--- config.mk ---
export PLATFORM = sky130hd
export DESIGN_NAME = pcie_rx_q
export DESIGN_NICKNAME = d
export VERILOG_FILES = /design/src/rtl/pcie_rx_q.sv
export SDC_FILE = /design/constraint.sdc
export NUM_CORES = 1
export LEC_CHECK = 0
export CAP_MARGIN = 20
export CELL_PAD_IN_SITES_DETAIL_PLACEMENT = 1
export CELL_PAD_IN_SITES_GLOBAL_PLACEMENT = 1
export CORE_ASPECT_RATIO = 0.8
export CORE_MARGIN = 2
export CORE_UTILIZATION = 31
export DETAILED_ROUTE_END_ITERATION = 10
export PLACE_DENSITY = 0.49
export SLEW_MARGIN = 20
export SYNTH_ARGS = -nofsm -noshare
export SYNTH_HDL_FRONTEND = slang
export SYNTH_SLANG_ARGS = --single-unit
--- constraint.sdc ---
create_clock -name clk -period 4.6 [get_ports clk]
set_input_delay 0.46 -clock clk [delete_from_list [all_inputs] [get_ports clk]]
set_output_delay 0.46 -clock clk [all_outputs]
set_load 0.05 [all_outputs]
--- src/rtl/pcie_rx_q.sv ---
// ---------------------------------------------------------------------------
// pcie_rx_q
//
// Single-clock receive queue for the DMA engine's PCIe completion/request
// path. Inbound TLP words are written into a DEPTH-entry circular buffer and
// handed to one downstream consumer through a registered valid/grant output
// stage. Total capacity is DEPTH+1 words: DEPTH in the array plus one in the
// output register.
//
// Parameters:
//   WIDTH        data word width in bits
//   DEPTH        array entries (power of two, >= 4)
//   AFULL_THRESH almost_full asserts when array occupancy >= this value
//
// Ports:
//   clk          sole clock
//   rst_n        asynchronous active-low reset
//   enq_en       write strobe from the PCIe RX side
//   enq_data     word to write
//   enq_rdy      buffer can accept a word this cycle
//   almost_full  array occupancy >= AFULL_THRESH
//   rsp_v        rsp_data holds a valid word
//   rsp_data     head word, registered
//   rsp_grant    consumer takes rsp_data this cycle
//   count        words held: array occupancy plus rsp_v
//   ovf          sticky: enq_en was seen while enq_rdy was low
//   hwm          peak count (only when PCIE_RX_Q_STATS_EN is defined)
//
// Build option:
//   PCIE_RX_Q_STATS_EN  adds the hwm port and its peak-tracking register.
// ---------------------------------------------------------------------------
module pcie_rx_q #(
  parameter int WIDTH        = 32,
  parameter int DEPTH        = 32,
  parameter int AFULL_THRESH = DEPTH - 4
) (
  input  logic                     clk,
  input  logic                     rst_n,
  input  logic                     enq_en,
  input  logic [WIDTH-1:0]         enq_data,
  output logic                     enq_rdy,
  output logic                     almost_full,
  output logic                     rsp_v,
  output logic [WIDTH-1:0]         rsp_data,
  input  logic                     rsp_grant,
  output logic [$clog2(DEPTH):0]   count,
  output logic                     ovf
`ifdef PCIE_RX_Q_STATS_EN
  ,
  output logic [$clog2(DEPTH):0]   hwm
`endif
);

  localparam int AW = $clog2(DEPTH);
  localparam int PW = AW + 1;

  // Pointers carry an extra wrap bit so full and empty are distinguishable.
  logic [PW-1:0]    wr_ptr_q, wr_ptr_d;
  logic [PW-1:0]    rd_ptr_q, rd_ptr_d;
  logic             rsp_v_q, rsp_v_d;
  logic [WIDTH-1:0] rsp_data_q, rsp_data_d;
  logic             ovf_q, ovf_d;
  logic             rst_done_q;
  logic [WIDTH-1:0] mem_q [DEPTH];

  logic [PW-1:0]    occ_s;
  logic             empty_s;
  logic             full_s;
  logic             rdy_s;
  logic             wr_en_s;
  logic             load_s;

  // Occupancy and full/empty decode from the registered pointers only, so
  // enq_rdy never depends combinationally on rsp_grant.
  always_comb begin
    occ_s   = wr_ptr_q - rd_ptr_q;
    empty_s = (wr_ptr_q == rd_ptr_q);
    full_s  = (wr_ptr_q[AW-1:0] == rd_ptr_q[AW-1:0]) &&
              (wr_ptr_q[AW] != rd_ptr_q[AW]);
    rdy_s   = ~full_s & rst_done_q;
    wr_en_s = enq_en & rdy_s;
    // The output stage refills when it is empty or being drained this cycle.
    load_s  = ~empty_s & (~rsp_v_q | rsp_grant);
  end

  // Next-state for pointers, output stage and overflow flag.
  always_comb begin
    wr_ptr_d   = wr_ptr_q;
    rd_ptr_d   = rd_ptr_q;
    rsp_v_d    = rsp_v_q;
    rsp_data_d = rsp_data_q;
    ovf_d      = ovf_q;

    if (wr_en_s) begin
      wr_ptr_d = wr_ptr_q + {{AW{1'b0}}, 1'b1};
    end else begin
      wr_ptr_d = wr_ptr_q;
    end

    if (load_s) begin
      rsp_data_d = mem_q[rd_ptr_q[AW-1:0]];
      rsp_v_d    = 1'b1;
      rd_ptr_d   = rd_ptr_q + {{AW{1'b0}}, 1'b1};
    end else if (rsp_grant && rsp_v_q) begin
      // Last word taken with nothing behind it; data is left as-is.
      rsp_v_d = 1'b0;
    end else begin
      rsp_v_d = rsp_v_q;
    end

    if (enq_en && !rdy_s) begin
      ovf_d = 1'b1;
    end else begin
      ovf_d = ovf_q;
    end
  end

  // State registers; reset discards all queued contents at once.
  always_ff @(posedge clk or negedge rst_n) begin
    if (!rst_n) begin
      wr_ptr_q   <= {PW{1'b0}};
      rd_ptr_q   <= {PW{1'b0}};
      rsp_v_q    <= 1'b0;
      rsp_data_q <= {WIDTH{1'b0}};
      ovf_q      <= 1'b0;
      rst_done_q <= 1'b0;
    end else begin
      wr_ptr_q   <= wr_ptr_d;
      rd_ptr_q   <= rd_ptr_d;
      rsp_v_q    <= rsp_v_d;
      rsp_data_q <= rsp_data_d;
      ovf_q      <= ovf_d;
      rst_done_q <= 1'b1;
    end
  end

  // Storage array; contents beyond the pointers are don't-care, so no reset.
  always_ff @(posedge clk) begin
    if (wr_en_s) begin
      mem_q[wr_ptr_q[AW-1:0]] <= enq_data;
    end
  end

`ifdef PCIE_RX_Q_STATS_EN
  logic [PW-1:0] hwm_q, hwm_d;

  // Peak-count tracker.
  always_comb begin
    hwm_d = hwm_q;
    if (count > hwm_q) begin
      hwm_d = count;
    end else begin
      hwm_d = hwm_q;
    end
  end

  // Peak-count register, cleared only by reset.
  always_ff @(posedge clk or negedge rst_n) begin
    if (!rst_n) begin
      hwm_q <= {PW{1'b0}};
    end else begin
      hwm_q <= hwm_d;
    end
  end

  assign hwm = hwm_q;
`endif

  assign enq_rdy     = rdy_s;
  assign almost_full = rst_done_q & (occ_s >= PW'(AFULL_THRESH));
  assign rsp_v       = rsp_v_q;
  assign rsp_data    = rsp_data_q;
  assign count       = occ_s + {{AW{1'b0}}, rsp_v_q};
  assign ovf         = ovf_q;

endmodule

==> impl_summary.log, run 1 <==
INFO  metric worst-slew-pin-transition = 992.1 ps
INFO  metric area_growth = 16.91%
INFO  metric detailedPlacementHpwl = 67000 um
INFO  metric hold_viol = 0
INFO  metric grt_max_degree = 108
INFO  metric netlist_area_before_placement = 41470 um2
INFO  metric tritoncts_num_sinks = 1071
INFO  metric place_congestion = 0.7512
INFO  metric outcome = completed
INFO  metric setup-tns-final = 0 ps
INFO  metric fp.coreArea = 133300 um2
INFO  metric fp.dieW = 412.9 um
INFO  metric worstSkewPairLatency = 740 ps
INFO  metric design.final.nets = 2258
INFO  metric netlist.top_cell.by_area = sky130_fd_sc_hd__edfxtp_1
INFO  metric cts-root-to-sink-buffers = 3
INFO  metric layout-drive-gt1-share = 22.19%
INFO  metric grt_util_all_layers = 17.72%
INFO  metric maxSlewViolCount = 0
INFO  metric synth_seq_area_share = 76.99%
INFO  metric starting_density_of_the_core = 31.10%
INFO  metric tritoncts = done
INFO  metric die_height = 331.1 um
INFO  metric drt_pass1_iterations = 8
INFO  metric detailed_route_wire_length_per_cell = 29.35 um
INFO  metric synth_warnings = 0
INFO  metric rsz0062_at_grt = no
INFO  metric clock_skew = 30.57 ps
INFO  metric synth_area_leaders = sky130_fd_sc_hd__edfxtp_1, sky130_fd_sc_hd__mux4_2, sky130_fd_sc_hd__mux2i_1, sky130_fd_sc_hd__dfrtp_1, sky130_fd_sc_hd__a221oi_1
INFO  metric drtAntennaViolNets = 0
INFO  metric dpl-instance-area = 44800 um2
INFO  metric worstPathRequired = 4140 ps
INFO  metric cts_inserted_buffers = 113
INFO  metric detailroute.via_count = 20770
INFO  metric finish.instance_area = 48480 um2
INFO  metric ios = 78
INFO  metric cp_max_fo = 20
INFO  metric power_leakage = 15.44 nW
INFO  metric die_area = 136700 um2
INFO  metric netlist-cell-type-count = 48
INFO  metric sw_frac_of_total = 33.95%
INFO  metric synth-seq-cells = 1071
INFO  metric power.share.clock = 29.8%
INFO  metric synth.top_cell.area_share = 74.15%
INFO  metric critical_path_arrival = 3360 ps
INFO  metric clkTransAtPathRegs = 60 ps
INFO  metric place.port_buffers = 77
INFO  metric synthesis.area_per_instance = 20.10 um2
INFO  metric net-switching-power = 0.01039 W
INFO  metric clk_root_buffer_cell = sky130_fd_sc_hd__clkbuf_16
INFO  metric grt.overflow.total = 0
INFO  metric share_comb_of_total_power = 32.7%
INFO  metric finalSetupViolations = 0
INFO  metric sequentialPowerShare = 37.5%
INFO  metric antenna_found_initial = 5
INFO  metric layout_worst_path_cycle_share = 82.94%
INFO  metric synth_nets = 2112
INFO  metric wire_length_of_the_first_global_routing_pass = 171700 um
INFO  metric route.detailed.vias_per_inst = 5.095
INFO  metric p_per_area = 631.2 nW/um2
INFO  metric grt_pass1_vias = 22360
INFO  metric drv.max_cap_violation_count = 0
INFO  metric finalWorstPathRequiredPeriod = 3815 ps
INFO  metric postSynthCellCount = 2063
INFO  metric detail_route.drc_violations = 0
INFO  metric worstSetupEndpointType = output port
INFO  metric cts.htree.levels = 3
INFO  metric irDropWorstVdd = 649.1 uV
INFO  metric path_class = reg -> out
INFO  metric placementRows = 120
INFO  metric slew_headroom = 33.86%
INFO  metric detail_route.wirelength = 119700 um
INFO  metric power_report.internal_total = 0.02021 W
INFO  metric max_freq = 262.1 MHz
INFO  metric setup.worst_path.start_class = flop
INFO  metric detail_route.iter0.violations = 1576
INFO  metric worst_hold_path_type = in -> reg
==> sequential cells by signal, summed over array words and instances, names as in the netlist <==
name / count
mem_q: 1024
rsp_data: 32
rd_ptr_q: 6
wr_ptr_q: 6
ovf: 1
rsp_v: 1
rst_done_q: 1
==> cell usage after synthesis, drive strengths merged <==
cell     number
a211oi       32
a21boi        1
a21o          1
a21oi        34
a221oi       63
a31oi         1
a41oi         1
and2          2
and4          1
buf          77
clkbuf       40
conb          1
dfrtp        47
edfxtp     1024
fa            1
ha           12
inv          13
mux2          1
mux2i       157
mux4        193
nand2        81
nand2b        2
nand3         5
nand3b        2
nand4         4
nor2        132
nor2b         3
nor3         34
nor4          1
o2111ai       1
o211ai        1
o21ai        69
o21bai        1
o22ai         1
o31a          2
or2           1
or3           1
or3b          1
xnor2        15
xor2          4
==> cells in the final DEF (no fill, tap or decap), types with 35 or more instances in the layout <==
cell type                         instances
sky130_fd_sc_hd__dfrtp_1                 43
sky130_fd_sc_hd__mux2i_1                157
sky130_fd_sc_hd__clkbuf_1                38
sky130_fd_sc_hd__nor2_1                  97
sky130_fd_sc_hd__buf_4                   47
sky130_fd_sc_hd__clkbuf_16              113
sky130_fd_sc_hd__o21ai_0                 52
sky130_fd_sc_hd__nor2_4                  35
sky130_fd_sc_hd__edfxtp_1              1024
sky130_fd_sc_hd__mux4_2                 193
sky130_fd_sc_hd__nand2_1                 79
sky130_fd_sc_hd__a221oi_1                63
sky130_fd_sc_hd__clkdlybuf4s50_1         40
==> layout make-up <==
class	count	area, um2
fillers	13000	84850
flip-flops and latches	1071	31940
inverters	13	50.05
multi-input cells	862	9059
clock buffers	171	3246
well taps	1769	2213
clock inverters	42	470.5
diodes	1	2.502
repair buffers	148	1499
==> critical path, cell delays in order, from the launching register on <==
cell and delay, ps:
sky130_fd_sc_hd__dfrtp_4 440, sky130_fd_sc_hd__clkinv_2 70, sky130_fd_sc_hd__buf_4 260, sky130_fd_sc_hd__fa_1 550, sky130_fd_sc_hd__nor4_1 330, sky130_fd_sc_hd__a21oi_1 100, sky130_fd_sc_hd__o22ai_1 220, sky130_fd_sc_hd__nand2_1 90
sky130_fd_sc_hd__a21boi_0 370, sky130_fd_sc_hd__buf_12 190
==> worst paths after layout <==
| kind | startpoint | depth (start not counted) | slack [ps] | to |
|---|---|---|---|---|
| worst max register to register | rd_ptr_q[2] | 8 | 880 | mem_q[12][2] |
| worst max-delay path | rd_ptr_q[1] | 9 | 780 | almost_full |
| worst min register to register | ovf | 1 | 500 | ovf |
| max in group asynchronous | rst_n | 3 | 3090 | rsp_data[1] |
| worst min-delay path | enq_data[18] | 1 | 260 | mem_q[29][18] |
| min in group asynchronous | rst_n | 2 | 380 | wr_ptr_q[2] |
==> power by group through the flow <==
stage	logic, W	registers [W]	clock network, W
3_3_place_gp	0.0102	0.0117	0
2_1_floorplan	0.00619	0.0120	0
4_1_cts	0.0103	0.0115	0.00935
3_5_place_dp	0.0102	0.0117	0
6_report	0.0100	0.0115	0.00911
5_1_grt	0.0107	0.0115	0.00970
==> cells by family (layout without fill, tap and decap cells) <==
| logic type | after synthesis | count (layout) | synth area share, % |
|---|---|---|---|
| compound gates | 208 | 208 | 3.349 |
| xor+xnor | 19 | 19 | 0.4013 |
| fa+ha+maj | 13 | 13 | 0.4103 |
| buf+inv | 130 | 374 | 1.844 |
| flops | 1071 | 1071 | 76.99 |
| mux | 351 | 351 | 14.30 |
| other cells | 1 | 2 | 0.009043 |
| simple gates | 270 | 270 | 2.700 |
==> stage by stage <==
stage	hold WS, ps	instances	setup slack [ps]	power (W)	util, %
floorplan	164.4	2063	416.1	0.01817	-
global placement	502.0	3862	933.8	0.02190	33.68
detailed placement	480.0	3862	899.1	0.02194	33.60
CTS	249.9	4076	696.2	0.03111	36.39
global route	242.6	4076	588.3	0.03195	36.36
finish	255.9	4077	784.9	0.03060	36.36
==> routing by layer <==
metal / track usage (%) / share of wire [%] / up-vias
met5: 0 / 0.0067 / -
met4: 3.391 / 1.6 / 2
met3: 2.733 / 3.7 / 133
met2: 28.61 / 47 / 389
met1: 25.58 / 47 / 11520
li1: - / - / 8730
==> repair_timing <==
| item | 4_1_cts | 5_1_grt |
|---|---|---|
| endpoints found under the setup margin | 0 | 0 |
| resized for setup | 0 | 0 |
| hold buffers | 1 | 0 |
| setup buffers | 0 | 0 |
| endpoints found under the hold margin | 21 | 0 |
Note: power is estimated with default switching activity, not from simulation.
==> inputs of run 2 (changes only) <==
- clock period: 4.6 -> 3.6 ns (I/O delays scaled with it)
==> run 2 against run 1 <==
Routed wire length fell by 0.54%. Sequential share of layout area down 0.12 points. Flip-flop and latch count unchanged. Register-to-register slack got worse by 420 ps. Hold slack worse by 80 ps. Final area is 0.18% higher. First-iteration DRC count up 4.1%. Clock power up 23%. Die area stayed put. Critical path type unchanged. Critical endpoint is now count[5]. Largest cell class unchanged. Power up 27%. Via count increased by 0.16%. Critical path depth up 1.
==> impl_summary.log, run 2 (same netlist as run 1, synthesis figures left out) <==
INFO  metric outcome = completed
INFO  metric hold_viol = 0 (unchanged)
INFO  metric wl_met1 = 55870 um (-1.3%)
INFO  metric worstSetupEndpointType = output port
INFO  metric tritoncts_num_sinks = 1071 (unchanged)
INFO  metric layout_worst_path_cycle_share = 94.57%
INFO  metric worstSkewPairLatency = 720 ps (-20 ps)
INFO  metric drt_pass1_iterations = 5 (-3)
INFO  metric numPlacedInstances = 3887 (+0.65%)
INFO  metric grt_pass1_vias = 22300 (-0.28%)
INFO  metric cp_max_fo = 6 (-70%)
INFO  metric place_congestion = 0.7263 (-3.3%)
INFO  metric route.detailed.vias_per_inst = 5.075 (-0.38%)
INFO  metric wire_length_of_the_first_global_routing_pass = 169800 um (-1.1%)
INFO  metric detailedPlacementHpwl = 66440 um (-0.84%)
INFO  metric detailroute.via_count = 20800 (+0.16%)
INFO  metric worstPathRequired = 3240 ps (-900 ps)
INFO  metric max_stage_delay = 420 ps (-130 ps)
INFO  metric cts-root-to-sink-buffers = 3 (unchanged)
INFO  metric critPathMostFrequentCell = sky130_fd_sc_hd__inv_1
INFO  metric detail_route.wirelength = 119000 um (-0.54%)
INFO  metric drtAntennaViolNets = 0 (unchanged)
INFO  metric finalWorstPathRequiredPeriod = 3405 ps
INFO  metric final_common_cell = sky130_fd_sc_hd__edfxtp_1
INFO  metric clock_skew = 19.68 ps (-10.90 ps)
INFO  metric top_layer_used = met4
INFO  metric timing.rr.start = wr_ptr_q[3]
INFO  metric slew_headroom = 27.24% (-6.6 points)
INFO  metric placementRows = 120 (unchanged)
INFO  metric cts_inserted_buffers = 112 (-0.88%)
INFO  metric largest_reg_flops = 1024 (unchanged)
INFO  metric critPathLaunch = wr_ptr_q[0]
INFO  metric drv.max_cap_violation_count = 0 (unchanged)
INFO  metric clk_root_buffer_cell = sky130_fd_sc_hd__clkbuf_16
INFO  metric fp.dieW = 412.9 um (unchanged)
INFO  metric irDropWorstVdd = 1030 uV (+59%)
INFO  metric critical_path_arrival = 3040 ps (-320 ps)
INFO  metric area_growth = 17.12%
INFO  metric ios = 78 (unchanged)
INFO  metric die_height = 331.1 um (unchanged)
INFO  metric tritoncts = done
INFO  metric detail_route.drc_violations = 0 (unchanged)
INFO  metric setup.worst_path.start_class = flop
INFO  metric design.final.nets = 2283 (+1.1%)
INFO  metric cts_post_setup_buffers_inserted = 0 (unchanged)
INFO  metric critical-path-slowest-cell = sky130_fd_sc_hd__dfrtp_1
INFO  metric worst-slew-pin-transition = 1091 ps (+99.27 ps)
INFO  metric grt_util_all_layers = 17.58% (-0.14 points)
INFO  metric min_from = enq_data[26]
INFO  metric maxSlewViolCount = 0 (unchanged)
INFO  metric mostFrequentLayoutCells = sky130_fd_sc_hd__edfxtp_1, sky130_fd_sc_hd__mux4_2, sky130_fd_sc_hd__mux2i_1
INFO  metric detailed_route_wire_length_per_cell = 29.04 um (-1.1%)
INFO  metric die_area = 136700 um2 (unchanged)
INFO  metric cp_cell_sequence = inv_1, ha_1, inv_1, fa_2, a21o_1, a21oi_2, xnor2_2, nand4_1, xor2_2, buf_12
INFO  metric filler_cell_count = 12960 (-0.29%)
INFO  metric max_freq = 293.7 MHz
INFO  metric place.port_buffers = 77 (unchanged)
INFO  metric worst_hold_path_type = in -> reg
INFO  metric fin_total_pwr = 0.03877 W (+27%)
INFO  metric antenna_found_initial = 2 (-3)
INFO  metric detail_route.iter0.violations = 1640 (+4.1%)
INFO  metric path_delay_family = adder cells
INFO  metric fp.coreArea = 133300 um2 (unchanged)
INFO  metric path_class = reg -> out
INFO  metric routed-wl-met2 = 55980 um (-1.2%)
INFO  metric cp.buffers_inverters = 3 (unchanged)
INFO  metric grt.overflow.total = 0 (unchanged)
INFO  metric layout-drive-gt1-share = 22.71% (+0.52 points)
INFO  metric clkTransAtPathRegs = 60 ps (about the same)
INFO  metric routed-wl-met3 = 4641 um (+4.6%)
INFO  metric finalSetupViolations = 0 (unchanged)
INFO  metric cts.htree.levels = 3 (unchanged)
INFO  metric p_per_area = 798.2 nW/um2 (+26%)
INFO  metric finalNonFillerCells = 4099 (+0.54%)
INFO  metric rsz0062_at_grt = no
INFO  metric power_leakage = 15.51 nW (+0.43%)
INFO  metric grt_max_degree = 102 (-5.6%)
INFO  metric starting_density_of_the_core = 31.10% (unchanged)
## run 2: cell types whose count changed in the layout (fill, tap and decap cells not counted), moves of 2 or more
cell                              previous run  this run
sky130_fd_sc_hd__clkbuf_1                   38        32
sky130_fd_sc_hd__inv_6                       1         5
sky130_fd_sc_hd__clkinvlp_4                  3         5
sky130_fd_sc_hd__buf_4                      47        69
sky130_fd_sc_hd__clkinv_1                   12        22
sky130_fd_sc_hd__clkdlybuf4s50_1            40        45
sky130_fd_sc_hd__buf_12                     29        33
sky130_fd_sc_hd__clkbuf_8                   20         5
sky130_fd_sc_hd__buf_2                      31        25
sky130_fd_sc_hd__inv_16                      2         0
sky130_fd_sc_hd__clkinv_8                    3         0
sky130_fd_sc_hd__clkinv_2                   14        19
## run 2: where the power goes
part | leakage, nW | total [W] | switching (W) | internal, W
clock | 1.70 | 0.0112 | 0.00483 | 0.00636
combinational | 4.07 | 0.0129 | 0.00784 | 0.00503
sequential | 9.74 | 0.0147 | 0.000451 | 0.0143
total | 15.5 | 0.0388 | 0.0131 | 0.0256
## run 2: layout make-up
type,instances,area (um2),area share [%]
Clock buffer,150,3017,6.211
Clock inverter,59,484.2,0.9970
Sequential cell,1071,31940,65.76
Antenna cell,1,2.502,0.005152
Multi-Input combinational cell,862,9086,18.71
Tap cell,1769,2213,4.557
Timing Repair Buffer,174,1774,3.653
Inverter,13,50.05,0.1030
## run 2: what timing repair did
item | 4_1_cts | 5_1_grt
pin swaps | 0 | 0
gates cloned | 0 | 0
endpoints found under the setup margin | 2 | 3
hold buffers | 2 | 0
resized for setup | 4 | 2
endpoints found under the hold margin | 31 | 0
## run 2: worst paths after layout
path / slack [ps] / end / cells after the start
min in group asynchronous: 470 / wr_ptr_q[5] / 3
max in group asynchronous: 2380 / rd_ptr_q[1] / 3
hold reg to reg: 510 / ovf / 1
setup / recovery: 200 / count[5] / 10
setup reg to reg: 460 / mem_q[0][29] / 8
hold / removal: 180 / mem_q[23][26] / 1
## run 2: per-layer routing
| layer | vias to the layer above | track usage (%) |
|---|---|---|
| met1 | 11420 | 25.52 |
| met4 | 0 | 4.237 |
| met3 | 154 | 2.657 |
| met2 | 444 | 27.85 |
| li1 | 8782 | - |
| met5 | - | 0 |
## run 2: stage by stage
step                      worst slack, ps  hold slack (ps)  cell area (um2)  utilization (%)  setup TNS (ps)
after floorplan                    -115.3            64.41            41580                -          -88550
after global placement              568.3            165.8            45140            33.85               0
after detailed placement            498.3            170.9            45100            33.83               0
after CTS                           60.89            158.0            48640            36.48               0
after global routing                42.01            161.7            48570            36.43               0
final                               195.4            176.0            48570            36.43               0
==> inputs of run 3 (changes only) <==
- GPL_ROUTABILITY_DRIVEN: not set -> 0
==> results of run 3 <==
The final DEF is identical to that of run 2; final timing and power are the same.
